## config.mk

```make
export PLATFORM = sky130hd
export DESIGN_NAME = ford_lamp_decoder_flat
export DESIGN_NICKNAME = d
export VERILOG_FILES = /design/src/rtl/ford_lamp_pkg.sv /design/src/rtl/ford_lamp_decoder_if.sv /design/src/rtl/ford_sat_counter.sv /design/src/rtl/ford_lamp_decoder.sv /design/src/flat_wrapper.sv
export SDC_FILE = /design/constraint.sdc
export NUM_CORES = 1
export LEC_CHECK = 0
export BUFFER_PORTS_ARGS = -buffer_cell sky130_fd_sc_hd__buf_2
export CORE_MARGIN = 4
export CORE_UTILIZATION = 56
export DETAILED_ROUTE_END_ITERATION = 10
export GPL_ROUTABILITY_DRIVEN = 0
export GPL_TIMING_DRIVEN = 1
export PLACE_DENSITY = 0.87
export REMOVE_ABC_BUFFERS = 1
export SLEW_MARGIN = 20
export SYNTH_ARGS = -nofsm -noshare
export SYNTH_HDL_FRONTEND = slang
export SYNTH_SLANG_ARGS = --single-unit
```

## constraint.sdc

```tcl
create_clock -name clk -period 3.5 [get_ports clk]
set_clock_uncertainty 0.15 [all_clocks]
set_input_delay 0 -clock clk [delete_from_list [all_inputs] [get_ports clk]]
set_output_delay 0 -clock clk [all_outputs]
set_load 0.02 [all_outputs]
```

## src/rtl/ford_lamp_pkg.sv

```systemverilog
// Shared definitions for the Ford tail-lamp sequence decoder: FSM state codes,
// the seven legal lamp patterns and a state-to-phase helper.
package ford_lamp_pkg;

  typedef logic [2:0] lamp_state_t;

  localparam lamp_state_t ST_IDLE = 3'd0;
  localparam lamp_state_t ST_L1   = 3'd1;
  localparam lamp_state_t ST_L2   = 3'd2;
  localparam lamp_state_t ST_L3   = 3'd3;
  localparam lamp_state_t ST_R1   = 3'd4;
  localparam lamp_state_t ST_R2   = 3'd5;
  localparam lamp_state_t ST_R3   = 3'd6;
  localparam lamp_state_t ST_ERR  = 3'd7;

  // Bit order {LC,LB,LA,RA,RB,RC}; lamps light outward from the centre.
  localparam logic [5:0] PAT_OFF = 6'b000000;
  localparam logic [5:0] PAT_L1  = 6'b001000;
  localparam logic [5:0] PAT_L2  = 6'b011000;
  localparam logic [5:0] PAT_L3  = 6'b111000;
  localparam logic [5:0] PAT_R1  = 6'b000100;
  localparam logic [5:0] PAT_R2  = 6'b000110;
  localparam logic [5:0] PAT_R3  = 6'b000111;

  function automatic logic [1:0] phase_of(input lamp_state_t st);
    logic [1:0] ph;
    ph = 2'd0;
    case (st)
      ST_L1, ST_R1: ph = 2'd1;
      ST_L2, ST_R2: ph = 2'd2;
      ST_L3, ST_R3: ph = 2'd3;
      default:      ph = 2'd0;
    endcase
    return ph;
  endfunction

endpackage

```

## src/rtl/ford_lamp_decoder_if.sv

```systemverilog
// Lamp sample inputs and decoded status outputs of the lamp decoder.
// master drives lamps/clr_err (lamp source), slave is the decoder.
interface ford_lamp_decoder_if #(
  parameter int CNT_W = 8
);

  logic [5:0]       lamps;
  logic             clr_err;
  logic             seq_left;
  logic             seq_right;
  logic [1:0]       phase;
  logic             err;
  logic             err_sticky;
  logic [CNT_W-1:0] done_cnt;

  modport master (
    output lamps,
    output clr_err,
    input  seq_left,
    input  seq_right,
    input  phase,
    input  err,
    input  err_sticky,
    input  done_cnt
  );

  modport slave (
    input  lamps,
    input  clr_err,
    output seq_left,
    output seq_right,
    output phase,
    output err,
    output err_sticky,
    output done_cnt
  );

endinterface

```

## src/rtl/ford_sat_counter.sv

```systemverilog
// Saturating up-counter: counts inc pulses, holds at all-ones.
// Latency 1 clk from inc to cnt; no backpressure.
module ford_sat_counter #(
  parameter int WIDTH = 8
) (
  input  logic             clk,
  input  logic             rst_n,
  input  logic             inc,
  output logic [WIDTH-1:0] cnt
);

  localparam logic [WIDTH-1:0] CNT_MAX = '1;

  always_ff @(posedge clk or negedge rst_n) begin
    if (!rst_n) begin
      cnt <= '0;
    end else if (inc && (cnt != CNT_MAX)) begin
      cnt <= cnt + WIDTH'(1);
    end
  end

endmodule

```

## src/rtl/ford_lamp_decoder.sv

```systemverilog
// Decodes the Ford sequential tail-lamp pattern into sequence/phase/error status.
// Latency 1 clk (all outputs registered); no backpressure, lamps sampled every clk.
module ford_lamp_decoder #(
  parameter int CNT_W = 8
) (
  input  logic               clk,
  input  logic               reset_n,
  ford_lamp_decoder_if.slave bus
);

  import ford_lamp_pkg::*;

  lamp_state_t      state;
  lamp_state_t      state_nxt;
  logic             ev_left;
  logic             ev_right;
  logic             ev_err;

  logic             seq_left_q;
  logic             seq_right_q;
  logic [1:0]       phase_q;
  logic             err_q;
  logic             err_sticky_q;
  logic [CNT_W-1:0] done_cnt_w;

  logic             is_off;
  logic             is_l1;
  logic             is_l2;
  logic             is_l3;
  logic             is_r1;
  logic             is_r2;
  logic             is_r3;

  assign is_off = (bus.lamps == PAT_OFF);
  assign is_l1  = (bus.lamps == PAT_L1);
  assign is_l2  = (bus.lamps == PAT_L2);
  assign is_l3  = (bus.lamps == PAT_L3);
  assign is_r1  = (bus.lamps == PAT_R1);
  assign is_r2  = (bus.lamps == PAT_R2);
  assign is_r3  = (bus.lamps == PAT_R3);

  // Each active step accepts exactly one successor pattern; anything else,
  // including holding the current pattern, is an error.
  always_comb begin
    state_nxt = state;
    ev_left   = 1'b0;
    ev_right  = 1'b0;
    ev_err    = 1'b0;
    case (state)
      ST_IDLE: begin
        if (is_off) begin
          state_nxt = ST_IDLE;
        end else if (is_l1) begin
          state_nxt = ST_L1;
        end else if (is_r1) begin
          state_nxt = ST_R1;
        end else begin
          state_nxt = ST_ERR;
          ev_err    = 1'b1;
        end
      end
      ST_L1: begin
        if (is_l2) begin
          state_nxt = ST_L2;
        end else begin
          state_nxt = ST_ERR;
          ev_err    = 1'b1;
        end
      end
      ST_L2: begin
        if (is_l3) begin
          state_nxt = ST_L3;
        end else begin
          state_nxt = ST_ERR;
          ev_err    = 1'b1;
        end
      end
      ST_L3: begin
        if (is_off) begin
          state_nxt = ST_IDLE;
          ev_left   = 1'b1;
        end else begin
          state_nxt = ST_ERR;
          ev_err    = 1'b1;
        end
      end
      ST_R1: begin
        if (is_r2) begin
          state_nxt = ST_R2;
        end else begin
          state_nxt = ST_ERR;
          ev_err    = 1'b1;
        end
      end
      ST_R2: begin
        if (is_r3) begin
          state_nxt = ST_R3;
        end else begin
          state_nxt = ST_ERR;
          ev_err    = 1'b1;
        end
      end
      ST_R3: begin
        if (is_off) begin
          state_nxt = ST_IDLE;
          ev_right  = 1'b1;
        end else begin
          state_nxt = ST_ERR;
          ev_err    = 1'b1;
        end
      end
      ST_ERR: begin
        // Silent until the lamps go dark; no repeated err pulses here.
        if (is_off) begin
          state_nxt = ST_IDLE;
        end
      end
      default: begin
        state_nxt = ST_IDLE;
      end
    endcase
  end

  always_ff @(posedge clk or negedge reset_n) begin
    if (!reset_n) begin
      state        <= ST_IDLE;
      seq_left_q   <= 1'b0;
      seq_right_q  <= 1'b0;
      phase_q      <= 2'd0;
      err_q        <= 1'b0;
      err_sticky_q <= 1'b0;
    end else begin
      state        <= state_nxt;
      seq_left_q   <= ev_left;
      seq_right_q  <= ev_right;
      phase_q      <= phase_of(state_nxt);
      err_q        <= ev_err;
      // A fresh error wins over a simultaneous clear.
      err_sticky_q <= ev_err | (err_sticky_q & ~bus.clr_err);
    end
  end

  ford_sat_counter #(
    .WIDTH (CNT_W)
  ) u_done_cnt (
    .clk   (clk),
    .rst_n (reset_n),
    .inc   (ev_left | ev_right),
    .cnt   (done_cnt_w)
  );

  assign bus.seq_left   = seq_left_q;
  assign bus.seq_right  = seq_right_q;
  assign bus.phase      = phase_q;
  assign bus.err        = err_q;
  assign bus.err_sticky = err_sticky_q;
  assign bus.done_cnt   = done_cnt_w;

endmodule

```

## src/flat_wrapper.sv

```systemverilog
// flat-port wrapper written by rule: the top's interface ports become plain ports
module ford_lamp_decoder_flat import ford_lamp_pkg::*;
#(
  parameter int CNT_W = 8
)
  (clk, reset_n, bus_lamps, bus_clr_err, bus_seq_left, bus_seq_right, bus_phase, bus_err, bus_err_sticky, bus_done_cnt);
  ford_lamp_decoder_if #(.CNT_W(CNT_W)) bus_i ();
  input  logic clk;
  input  logic reset_n;
  input wire logic [$bits(bus_i.lamps)-1:0] bus_lamps;
  input wire logic [$bits(bus_i.clr_err)-1:0] bus_clr_err;
  output wire logic [$bits(bus_i.seq_left)-1:0] bus_seq_left;
  output wire logic [$bits(bus_i.seq_right)-1:0] bus_seq_right;
  output wire logic [$bits(bus_i.phase)-1:0] bus_phase;
  output wire logic [$bits(bus_i.err)-1:0] bus_err;
  output wire logic [$bits(bus_i.err_sticky)-1:0] bus_err_sticky;
  output wire logic [$bits(bus_i.done_cnt)-1:0] bus_done_cnt;
  assign bus_i.lamps = bus_lamps;
  assign bus_i.clr_err = bus_clr_err;
  assign bus_seq_left = bus_i.seq_left;
  assign bus_seq_right = bus_i.seq_right;
  assign bus_phase = bus_i.phase;
  assign bus_err = bus_i.err;
  assign bus_err_sticky = bus_i.err_sticky;
  assign bus_done_cnt = bus_i.done_cnt;
  ford_lamp_decoder #(.CNT_W(CNT_W)) u_core (.clk(clk), .reset_n(reset_n), .bus(bus_i));
endmodule
```

==> results of run 1 <==
## state kept, by name (all words and copies together), names as in the netlist
register,cells
u_core.bus.seq_right,1
u_core.bus.err,1
u_core.state,3
u_core.bus.phase,2
u_core.bus.seq_left,1
u_core.u_done_cnt.cnt,8
u_core.bus.err_sticky,1
## cell families (layout without fill, tap and decap cells)
family,after synthesis,count (layout)
adders and majority gates,1,1
buffers and inverters,6,37
AOI/OAI and AO/OA,16,16
DFF,17,17
xor gates and xnor gates,10,10
muxes,1,1
and+or+nand+nor,38,38
## worst max-delay path: cells and delay by family, from the launching register on
| kind | cells | cell delay, ps |
|---|---|---|
| flip-flops | 1 | 510 |
| buffers and inverters | 2 | 1190 |
| AND/OR/NAND/NOR | 3 | 530 |
## how the worst min path moves through the flow
stage	from	end	slack, ps	cells after the start
floorplan	reset_n	u_core.bus.err$_DFF_PN0_	-450	0
global placement	reset_n	u_core.bus.seq_left$_DFF_PN0_	-220	1
detailed placement	reset_n	u_core.bus.phase[0]$_DFF_PN0_	-210	1
CTS	bus_lamps[3]	u_core.bus.err$_DFF_PN0_	3	4
global route	bus_lamps[3]	u_core.bus.err$_DFF_PN0_	10	4
finish	bus_lamps[3]	u_core.bus.err$_DFF_PN0_	10	4
## metrics by stage
stage          utilization (%)  setup slack (ps)  cells  instance area (µm²)
3_5_place_dp              64.7              1510    132                 1100
2_1_floorplan                -              1540     85                  963
5_1_grt                   71.6               869    145                 1220
6_report                  71.6              1030    145                 1220
3_3_place_gp              64.7              1570    132                 1100
4_1_cts                   71.6              1080    145                 1220
## Yosys cell counts (2+ instances only)
| master | number |
|---|---|
| o211ai_2 | 2 |
| nand2_1 | 3 |
| dfrtp_1 | 17 |
| and3_1 | 3 |
| and2b_2 | 2 |
| and3_2 | 2 |
| nand4_1 | 4 |
| nor3_1 | 3 |
| inv_1 | 2 |
| or3_1 | 2 |
| nor2_1 | 7 |
| nand2_2 | 2 |
| clkbuf_8 | 2 |
| xnor2_1 | 8 |
| xor2_1 | 2 |
## final cells by class
cell class | instances | area (µm²) | share of cell area (%)
Clock buffer | 3 | 22.5 | 1.84
Sequential cell | 17 | 425 | 34.8
Multi-Input combinational cell | 66 | 531 | 43.4
Timing Repair Buffer | 31 | 200 | 16.4
Tap cell | 25 | 31.3 | 2.56
Clock inverter | 1 | 5.00 | 0.409
Inverter | 2 | 7.51 | 0.614
## report_power, final
part	switching, mW	leakage, nW	internal [mW]
Clock	0.0628	0.0177	0.0427
Combinational	0.0250	0.339	0.0191
Sequential	0.00316	0.221	0.200
## per-layer routing
layer	vias up	wire, µm	track usage [%]
met5	-	0	0
met4	0	21	5.38
met3	4	137	4.45
met2	27	1110	33.7
met1	409	842	22.1
li1	393	-	-
## layout by cell type (no fill, tap or decap), types with 2 or more instances in the layout
cell	synthesis	final
and2b_2	2	2
xnor2_1	8	8
o211ai_2	2	2
dlygate4sd3_1	0	9
buf_2	1	22
and3_1	3	3
nand2_2	2	2
nand4_1	4	4
nor2_1	7	7
nand2_1	3	3
dfrtp_1	17	17
and3_2	2	2
or3_1	2	2
inv_1	2	2
clkbuf_4	0	3
xor2_1	2	2
nor3_1	3	3
==> impl_metrics.tcl, run 1 <==
set metrics [dict create \
    regToRegEndpoint "u_core.bus.seq_left$_DFF_PN0_" \
    syn-cell-area_mm2 0.00101 \
    synth-main-ff-cell "dfrtp_1" \
    tightestPinTransition_ps 437 \
    synth-compound-area-share_pct 17.5 \
    antenna_cells 0 \
    drcViolationCount 0 \
    finalSetupTns_ps 0 \
    via_count 833 \
    worstSetupStartpointType "flip-flop" \
    grt_pass1_wl_um 3630 \
    synth_largest_area_cell "dfrtp_1" \
    finalMaxSlewViolations 0 \
    cts_post_setup_buffers_inserted 0 \
    die_y_um 50.4 \
    drv_cap 0 \
    grt_pass1_vias 803 \
    synth_cell_types 43 \
    dp.final_hpwl_um 1540 \
    yosysWarningCount 0 \
    drive_above_1_share_pct 35.0 \
    endpoint_kind "flip-flop" \
    synth_xor_xnor_area_share_pct 8.70 \
    cp_max_fo 10 \
    synth-seq-cells 17 \
    r2r-start "u_core.state[1]$_DFF_PN0_" \
    root_buffer "clkbuf_4" \
    slew_headroom_pct 70.9 \
    cts_tree "done" \
    synthSimpleGateAreaFrac_pct 24.1 \
    vias_per_cell 5.74 \
    drtAntennaViolNets 0 \
    cts_resized 0 \
    min_period_ps 2470 \
    fillers 127 \
    crit_required_ps 3570 \
    io_pins 23 \
    clock_sinks 17 \
    rsz0062_at_grt "no" \
    criticalPathCategory "reg -> reg" \
    syn_to_final_growth_pct 21.4 \
    wirelength_um 2120 \
    crit_path_frequent_cell "dlygate4sd3_1" \
    start_util_pct 59.0 \
    setup_violations 0 \
    synthTopCellsByArea "dfrtp_1 (42%), xnor2_1 (7.0%), clkbuf_8 (2.7%)" \
    die_area_mm2 0.00254 \
    drtIter0Drc 33 \
    htree_levels 1 \
    fmax_ghz 0.406 \
    outcome "finished clean" \
    die_x_um 50.4 \
    synth_mux_area_share_pct 1.12 \
    synth_top_family_by_area "simple AND/OR/NAND/NOR gates" \
    path_clk_slew_ps 100 \
    hold_ws_ps 9.88 \
    startpoint "u_core.state[1]$_DFF_PN0_" \
    postSynth.asyncResetShare_pct 100 \
    r2r_slack_ps 1030 \
    grt_max_degree 14 \
    portBuffers 22 \
    synthAdderAreaFrac_pct 1.24 \
    firstDrtPassIters 4 \
    synth_top_area_share_pct 42.2 \
    p_per_area_mw_per_mm2 288 \
    grt.overflow.total 0 \
    coreArea_mm2 0.00171 \
    cts_buffers 3 \
    wl_per_cell_um 14.6 \
    vdd_drop_max_v 0.000231 \
    max_stage_delay_ps 600 \
    hold_path.class "in -> reg" \
    rows 15 \
    slowest_stage "dlygate4sd3_1" \
    ctsHoldBuffers 9 \
    hold_viol 0 \
    critPathCapture "u_core.bus.seq_left$_DFF_PN0_" \
    clock_path_buffers 2 \
    timing.final.crit_share_pct 70.4 \
    antenna_found_initial 0 \
    synth_edf_count 0 \
    yosysSeqAreaShare_pct 42.2 \
    clk_latency_ps 300 \
    final_nets 131 \
    ff2ff_path_depth 5 \
    syn_area_per_cell_um2 11.3 \
    leakage_nw 0.578 \
    grt_util_all_layers_pct 18.8 \
    synthCells 89 \
    worstPathArrival_ps 2530 \
    p_total_mw 0.352 \
    path_cells "nor4b_2 -> dlygate4sd3_1 -> nand2_2 -> dlygate4sd3_1 -> nor3b_1" \
]
No activity file was read; power rests on OpenSTA's default activity.
==> inputs of run 2 (changes only) <==
--- a/config.mk
+++ b/config.mk
@@ -5,13 +5,14 @@
 export SDC_FILE = /design/constraint.sdc
 export NUM_CORES = 1
 export LEC_CHECK = 0
+export ABC_AREA = 1
 export BUFFER_PORTS_ARGS = -buffer_cell sky130_fd_sc_hd__buf_2
 export CORE_MARGIN = 4
-export CORE_UTILIZATION = 56
+export CORE_UTILIZATION = 52
 export DETAILED_ROUTE_END_ITERATION = 10
 export GPL_ROUTABILITY_DRIVEN = 0
 export GPL_TIMING_DRIVEN = 1
-export PLACE_DENSITY = 0.87
+export PLACE_DENSITY = 0.82
 export REMOVE_ABC_BUFFERS = 1
 export SLEW_MARGIN = 20
 export SYNTH_ARGS = -nofsm -noshare
==> constraint.sdc (replaced) <==
create_clock -name clk -period 2.5 [get_ports clk]
set_clock_uncertainty 0.15 [all_clocks]
set_input_delay 0 -clock clk [delete_from_list [all_inputs] [get_ports clk]]
set_output_delay 0 -clock clk [all_outputs]
set_load 0.02 [all_outputs]
==> run 2 against run 1 <==
  * Die area is 10% higher
  * Clock-buffer cell count grew 1
  * Clock power grew 33%
  * Total power grew to 2.7 times the previous value
  * Hold slack got worse by 9.3 ps
  * Sequential power increased by 85%
  * Combinational power increased to 10 times the previous value
  * Largest cell class unchanged
  * Highest routed layer unchanged
==> impl_metrics.tcl, run 2 <==
set metrics [dict create \
    crit_buf_inv 3 \
    postSynth.asyncResetShare_pct 100 \
    criticalPathCategory "in -> reg" \
    yosysWarningCount 0 \
    clock_sinks 17 \
    fillers 160 \
    synth_largest_area_cell "dfrtp_1" \
    vias_per_cell 4.75 \
    finalMaxSlewViolations 0 \
    final_cell_mix "nand2_1 (29), buf_2 (22), inv_1 (21)" \
    dpl.cell_count 186 \
    root_buffer "clkbuf_4" \
    synth_most_common_cell "nand2_1" \
    antenna_found_initial 0 \
    clk_latency_ps 290 \
    rsz0062_at_grt "no" \
    grt_util_all_layers_pct 19.5 \
    p_per_area_mw_per_mm2 762 \
    synth_common_cells "nand2_1 (29), inv_1 (21), dfrtp_1 (17)" \
    final_cells 195 \
    grt_max_degree 18 \
    synth-seq-cells 17 \
    drtIter0Drc 11 \
    slew_headroom_pct 75.2 \
    hold_path.class "in -> async" \
    p_int_mw 0.552 \
    cts_buffers 3 \
    synth_top_area_share_pct 40.6 \
    io_pins 23 \
    synth_edf_count 0 \
    die_x_um 52.9 \
    cp_max_fo 6 \
    max_stage_delay_ps 600 \
    p_comb_share_pct 46.4 \
    path_cells "dlygate4sd3_1 -> buf_2 -> nor2_1 -> nand3_2 -> dlygate4sd3_1 -> nor2_1 -> o21ai_2 -> nand2_1 -> o21ai_1" \
    setup_violations 0 \
    synthTopCellsByArea "dfrtp_1 (41%), nand2_1 (10%), inv_1 (7.5%)" \
    cts_post_setup_buffers_inserted 0 \
    drtAntennaViolNets 0 \
    rows 15 \
    outcome "finished clean" \
    swShare_pct 42.8 \
    crit_family "buffers and inverters" \
    start_util_pct 57.5 \
    die_area_mm2 0.00280 \
    cp_num_cells 9 \
    grt_pass1_vias 957 \
    final_nets 181 \
    portBuffers 22 \
    slowest_stage "dlygate4sd3_1" \
    drive_above_1_share_pct 27.6 \
    worstSetupStartpointType "input port" \
    leakage_nw 0.675 \
    yosysSeqAreaShare_pct 40.6 \
    dp.final_hpwl_um 1690 \
    switchingPower_mw 0.413 \
    r2r-start "u_core.u_done_cnt.cnt[0]$_DFFE_PN0P_" \
    vdd_drop_max_v 0.000473 \
    regToRegEndpoint "u_core.u_done_cnt.cnt[0]$_DFFE_PN0P_" \
    timing.final.crit_share_pct 79.3 \
    clock_path_buffers 2 \
    drv_cap 0 \
    path_clk_slew_ps 90 \
    antenna_cells 0 \
    wl_per_cell_um 11.0 \
    synth-main-ff-cell "dfrtp_1" \
    drcViolationCount 0 \
    synthCells 139 \
    wirelength_um 2140 \
    cts_tree "done" \
    coreArea_mm2 0.00182 \
    synth_cell_types 23 \
    largest_reg_flops 8 \
    syn-cell-area_mm2 0.00105 \
    layout_commonest_cell "nand2_1" \
    ctsHoldBuffers 5 \
    fmax_ghz 0.504 \
    firstDrtPassIters 4 \
    r2r_slack_ps 840 \
    worstPathArrival_ps 2010 \
    grt_pass1_wl_um 3950 \
    top_register "u_core.u_done_cnt.cnt" \
    endpoint_kind "flip-flop" \
    min_period_ps 1980 \
    syn_area_per_cell_um2 7.53 \
    cts_resized 0 \
    clockPowerShare_pct 14.6 \
    syn_to_final_growth_pct 20.8 \
    finalSetupTns_ps 0 \
    tightestPinTransition_ps 372 \
    ff2ff_path_depth 7 \
    via_count 926 \
    fin_util_pct 69.5 \
    p_seq_share_pct 39.0 \
    grt.overflow.total 0 \
    die_y_um 52.9 \
    htree_levels 1 \
    crit_required_ps 2530 \
    hold_viol 0 \
]
==> run 2: cell count changes after synthesis, sizes merged, moves of 3 or more <==
| cell | change |
|---|---|
| nand2 | +26 |
| inv | +24 |
| nor2 | +17 |
| nand3 | +14 |
| and3 | -5 |
| o21ai | +5 |
| xnor2 | -5 |
| clkinv | +4 |
| nor3 | -3 |
==> run 2: final cells by class <==
class / instances / area [µm²] / area share, %
clock buffer: 4 / 26.3 / 2.08
tap: 25 / 31.3 / 2.47
inverter: 30 / 113 / 8.90
timing repair buffer: 27 / 160 / 12.7
sequential: 17 / 425 / 33.6
multi-input combinational: 92 / 509 / 40.3
==> run 2: logic make-up (layout without fill, tap and decap cells) <==
kind of cell	count (synthesis)	count (layout)	synth area share, %
compound gates	10	10	6.09
xor+xnor	7	7	5.85
fa+ha+maj	1	1	1.19
buf+inv	30	61	10.8
flops	17	17	40.6
simple gates	74	74	35.5
==> run 2: worst max-delay path by stage <==
stage	from	to	slack, ps
CTS	bus_lamps[3]	u_core.u_done_cnt.cnt[5]$_DFFE_PN0P_	530
global route	bus_lamps[3]	u_core.u_done_cnt.cnt[5]$_DFFE_PN0P_	370
finish	bus_lamps[3]	u_core.u_done_cnt.cnt[5]$_DFFE_PN0P_	520
floorplan	u_core.u_done_cnt.cnt[0]$_DFFE_PN0P_	u_core.u_done_cnt.cnt[6]$_DFFE_PN0P_	840
global placement	u_core.u_done_cnt.cnt[0]$_DFFE_PN0P_	u_core.u_done_cnt.cnt[0]$_DFFE_PN0P_	950
detailed placement	u_core.u_done_cnt.cnt[0]$_DFFE_PN0P_	u_core.u_done_cnt.cnt[0]$_DFFE_PN0P_	870
==> run 2: per-layer routing <==
metal  global-route usage, %  part of all wire [%]  wire length [µm]
met1                    22.0                    43               919
met2                    34.5                    50              1070
met3                    6.76                   5.7               122
met4                    5.11                   1.2                25
met5                       0                     0                 0
==> run 2: power by group through the flow <==
stage / clock (mW) / sequential, mW / combinational, mW
floorplan: 0 / 0.432 / 0.282
global placement: 0 / 0.380 / 0.429
detailed placement: 0 / 0.382 / 0.442
CTS: 0.147 / 0.376 / 0.450
global route: 0.155 / 0.387 / 0.518
finish: 0.141 / 0.376 / 0.447
==> run 2: worst register-to-register path, cell delays in order (launching register included) <==
cell and delay (ps):
dfrtp_1 400, ha_1 180, nand3_1 110, nor2_1 150, nand3_1 200, nand3_2 160
xor2_1 150, inv_1 50
==> run 2: stage by stage <==
stage | total power, mW | worst slack [ps] | area (µm²) | hold WS [ps]
finish | 0.964 | 517 | 1260 | 0.609
global route | 1.06 | 371 | 1260 | 18.9
CTS | 0.973 | 528 | 1260 | 9.92
detailed placement | 0.824 | 865 | 1190 | -217
global placement | 0.809 | 952 | 1190 | -221
floorplan | 0.714 | 840 | 1050 | -446
==> inputs of run 3 (changes only) <==
--- a/config.mk
+++ b/config.mk
@@ -5,7 +5,7 @@
 export SDC_FILE = /design/constraint.sdc
 export NUM_CORES = 1
 export LEC_CHECK = 0
-export ABC_AREA = 1
+export ABC_AREA = 0
 export BUFFER_PORTS_ARGS = -buffer_cell sky130_fd_sc_hd__buf_2
 export CORE_MARGIN = 4
 export CORE_UTILIZATION = 52
==> constraint.sdc (replaced) <==
create_clock -name clk -period 2 [get_ports clk]
set_clock_uncertainty 0.15 [all_clocks]
set_input_delay 0 -clock clk [delete_from_list [all_inputs] [get_ports clk]]
set_output_delay 0 -clock clk [all_outputs]
set_load 0.02 [all_outputs]
==> run 3 against run 2 <==
  * The flow now finishes with violations (negative hold slack)
  * Non-clock buffer count is 9 higher
  * Via count decreased by 9.4%
  * Critical path depth fell by 4
  * Sequential share of layout area increased by 0.34 points
  * Clock power grew 26%
  * Sequential power shrank 6.1%
  * Total power fell by 37%
  * Routed wire length rose by 1.1%
  * Combinational power down 83%
  * Register-to-register slack lost 780 ps
  * Hold slack lost 10 ps
==> impl_metrics.tcl, run 3 (synthesis gave the netlist of run 1 again) <==
set metrics [dict create \
    outcome "finished, violations left" \
    violations "negative hold slack" \
    drv_cap 0 \
    place_area_mm2 0.00114 \
    rows 15 \
    drcViolationCount 0 \
    timing.final.crit_share_pct 97.1 \
    endpoint_kind "flip-flop" \
    postLayoutCellArea_mm2 0.00125 \
    criticalPathCategory "reg -> reg" \
    p_int_mw 0.457 \
    antenna_cells 0 \
    cts_tree "done" \
    clock_path_buffers 2 \
    r2r_slack_ps 60 \
    layout_commonest_cell "buf_2" \
    p_seq_share_pct 58.1 \
    grt_pass1_wl_um 3570 \
    drtAntennaViolNets 0 \
    finalSetupTns_ps 0 \
    grt_max_degree 18 \
    setup_violations 0 \
    fmax_ghz 0.515 \
    switchingPower_mw 0.151 \
    leakage_nw 0.601 \
    portBuffers 22 \
    p_comb_share_pct 12.8 \
    swShare_pct 24.9 \
    tightestPinTransition_ps 470 \
    final_cell_mix "buf_2 (22), dfrtp_1 (17), xnor2_1 (8), buf_4 (8), nor2_1 (7)" \
    clock_sinks 17 \
    p_per_area_mw_per_mm2 485 \
    drtIter0Drc 11 \
    slew_headroom_pct 68.4 \
    cts_buffers 3 \
    final_nets 136 \
    grt_util_all_layers_pct 17.9 \
    worstSetupStartpointType "flip-flop" \
    worstPathArrival_ps 1970 \
    grt_pass1_vias 780 \
    hold_viol 17 \
    p_total_mw 0.608 \
    crit_required_ps 2020 \
    root_buffer "clkbuf_4" \
    die_y_um 52.0 \
    vias_per_cell 5.59 \
    ff2ff_path_depth 5 \
    clk_latency_ps 290 \
    largest_reg_flops 8 \
    start_util_pct 56.5 \
    r2r-start "u_core.u_done_cnt.cnt[0]$_DFFE_PN0P_" \
    wl_per_cell_um 14.4 \
    vdd_drop_max_v 0.000433 \
    wirelength_um 2160 \
    hold_ws_ps -9.54 \
    die_x_um 52.0 \
    firstDrtPassIters 4 \
    fin_ws_ps 57.5 \
    coreArea_mm2 0.00178 \
    path_clk_slew_ps 90 \
    dp.final_hpwl_um 1590 \
    die_area_mm2 0.00271 \
    grt.overflow.total 0 \
    drive_above_1_share_pct 40.0 \
    min_period_ps 1940 \
    regToRegEndpoint "u_core.u_done_cnt.cnt[1]$_DFFE_PN0P_" \
    hold_path.class "in -> async" \
    finalMaxSlewViolations 0 \
    clockPowerShare_pct 29.1 \
    top_register "u_core.u_done_cnt.cnt" \
    cp_max_fo 8 \
    htree_levels 1 \
    syn_to_final_growth_pct 24.3 \
    place_ws_ps 11.9 \
    via_count 839 \
    io_pins 23 \
    antenna_found_initial 0 \
]
run 3: cell count changes in the layout (fill, tap and decap cells not counted), sizes merged, moves of 3 or more:
cell,before,now
clkinv,4,1
xnor2,3,8
nor2,24,7
and3,0,5
inv,26,2
o21ai,7,2
nand3,14,0
nor3,1,4
nand2,31,5
buf,22,30
run 3: how the worst max path moves through the flow:
stage	start	endpoint	slack, ps
after floorplan	u_core.u_done_cnt.cnt[0]$_DFFE_PN0P_	u_core.u_done_cnt.cnt[1]$_DFFE_PN0P_	40
after global placement	u_core.u_done_cnt.cnt[0]$_DFFE_PN0P_	u_core.u_done_cnt.cnt[1]$_DFFE_PN0P_	90
after detailed placement	u_core.u_done_cnt.cnt[0]$_DFFE_PN0P_	u_core.u_done_cnt.cnt[1]$_DFFE_PN0P_	10
after CTS	u_core.u_done_cnt.cnt[0]$_DFFE_PN0P_	u_core.u_done_cnt.cnt[1]$_DFFE_PN0P_	20
after global routing	u_core.u_done_cnt.cnt[0]$_DFFE_PN0P_	u_core.u_done_cnt.cnt[1]$_DFFE_PN0P_	-20
final	u_core.u_done_cnt.cnt[0]$_DFFE_PN0P_	u_core.u_done_cnt.cnt[1]$_DFFE_PN0P_	60
run 3: cell type report:
class,count,area [µm²]
Clock buffer,3,22.5
Clock inverter,1,5.00
Fill cell,136,531
Inverter,2,7.51
Multi-Input combinational cell,66,531
Sequential cell,17,425
Tap cell,25,31.3
Timing Repair Buffer,36,230
run 3: power by group through the flow:
stage | registers, mW | logic (mW) | clock network [mW]
2_1_floorplan | 0.367 | 0.0249 | 0
3_3_place_gp | 0.360 | 0.0645 | 0
3_5_place_dp | 0.361 | 0.0667 | 0
4_1_cts | 0.354 | 0.0743 | 0.183
5_1_grt | 0.354 | 0.0846 | 0.205
6_report | 0.353 | 0.0779 | 0.177
run 3: per-stage QoR:
step	utilization, %	hold WS, ps	instances
after floorplan	-	-446	85
after global placement	64.1	-223	137
after detailed placement	64.1	-218	137
after global routing	70.2	20.9	150
after CTS	69.0	1.93	147
final	70.2	-9.54	150
run 3: routing by layer:
layer | up-vias | share of wire, % | global-route usage, %
met4 | 0 | 0.46 | 3.93
met5 | - | 0 | 0
met2 | 28 | 48 | 28.5
met3 | 2 | 5.2 | 5.44
met1 | 406 | 46 | 23.8
li1 | 403 | - | -
run 3: critical path: stages, from the launching register on:
cell and delay (ps):
dfrtp_1 410, ha_1 250, and3_1 210, a311oi_4 280, buf_4 200, mux2_1 330
run 3: timing repair:
| item | 4_1_cts | 5_1_grt |
|---|---|---|
| hold endpoints to repair | 22 | 0 |
| hold buffers | 6 | 0 |
| setup endpoints to repair | 1 | 5 |
| buffers inserted | 0 | 3 |
| resized for setup | 0 | 0 |
| pin swaps | 1 | 1 |
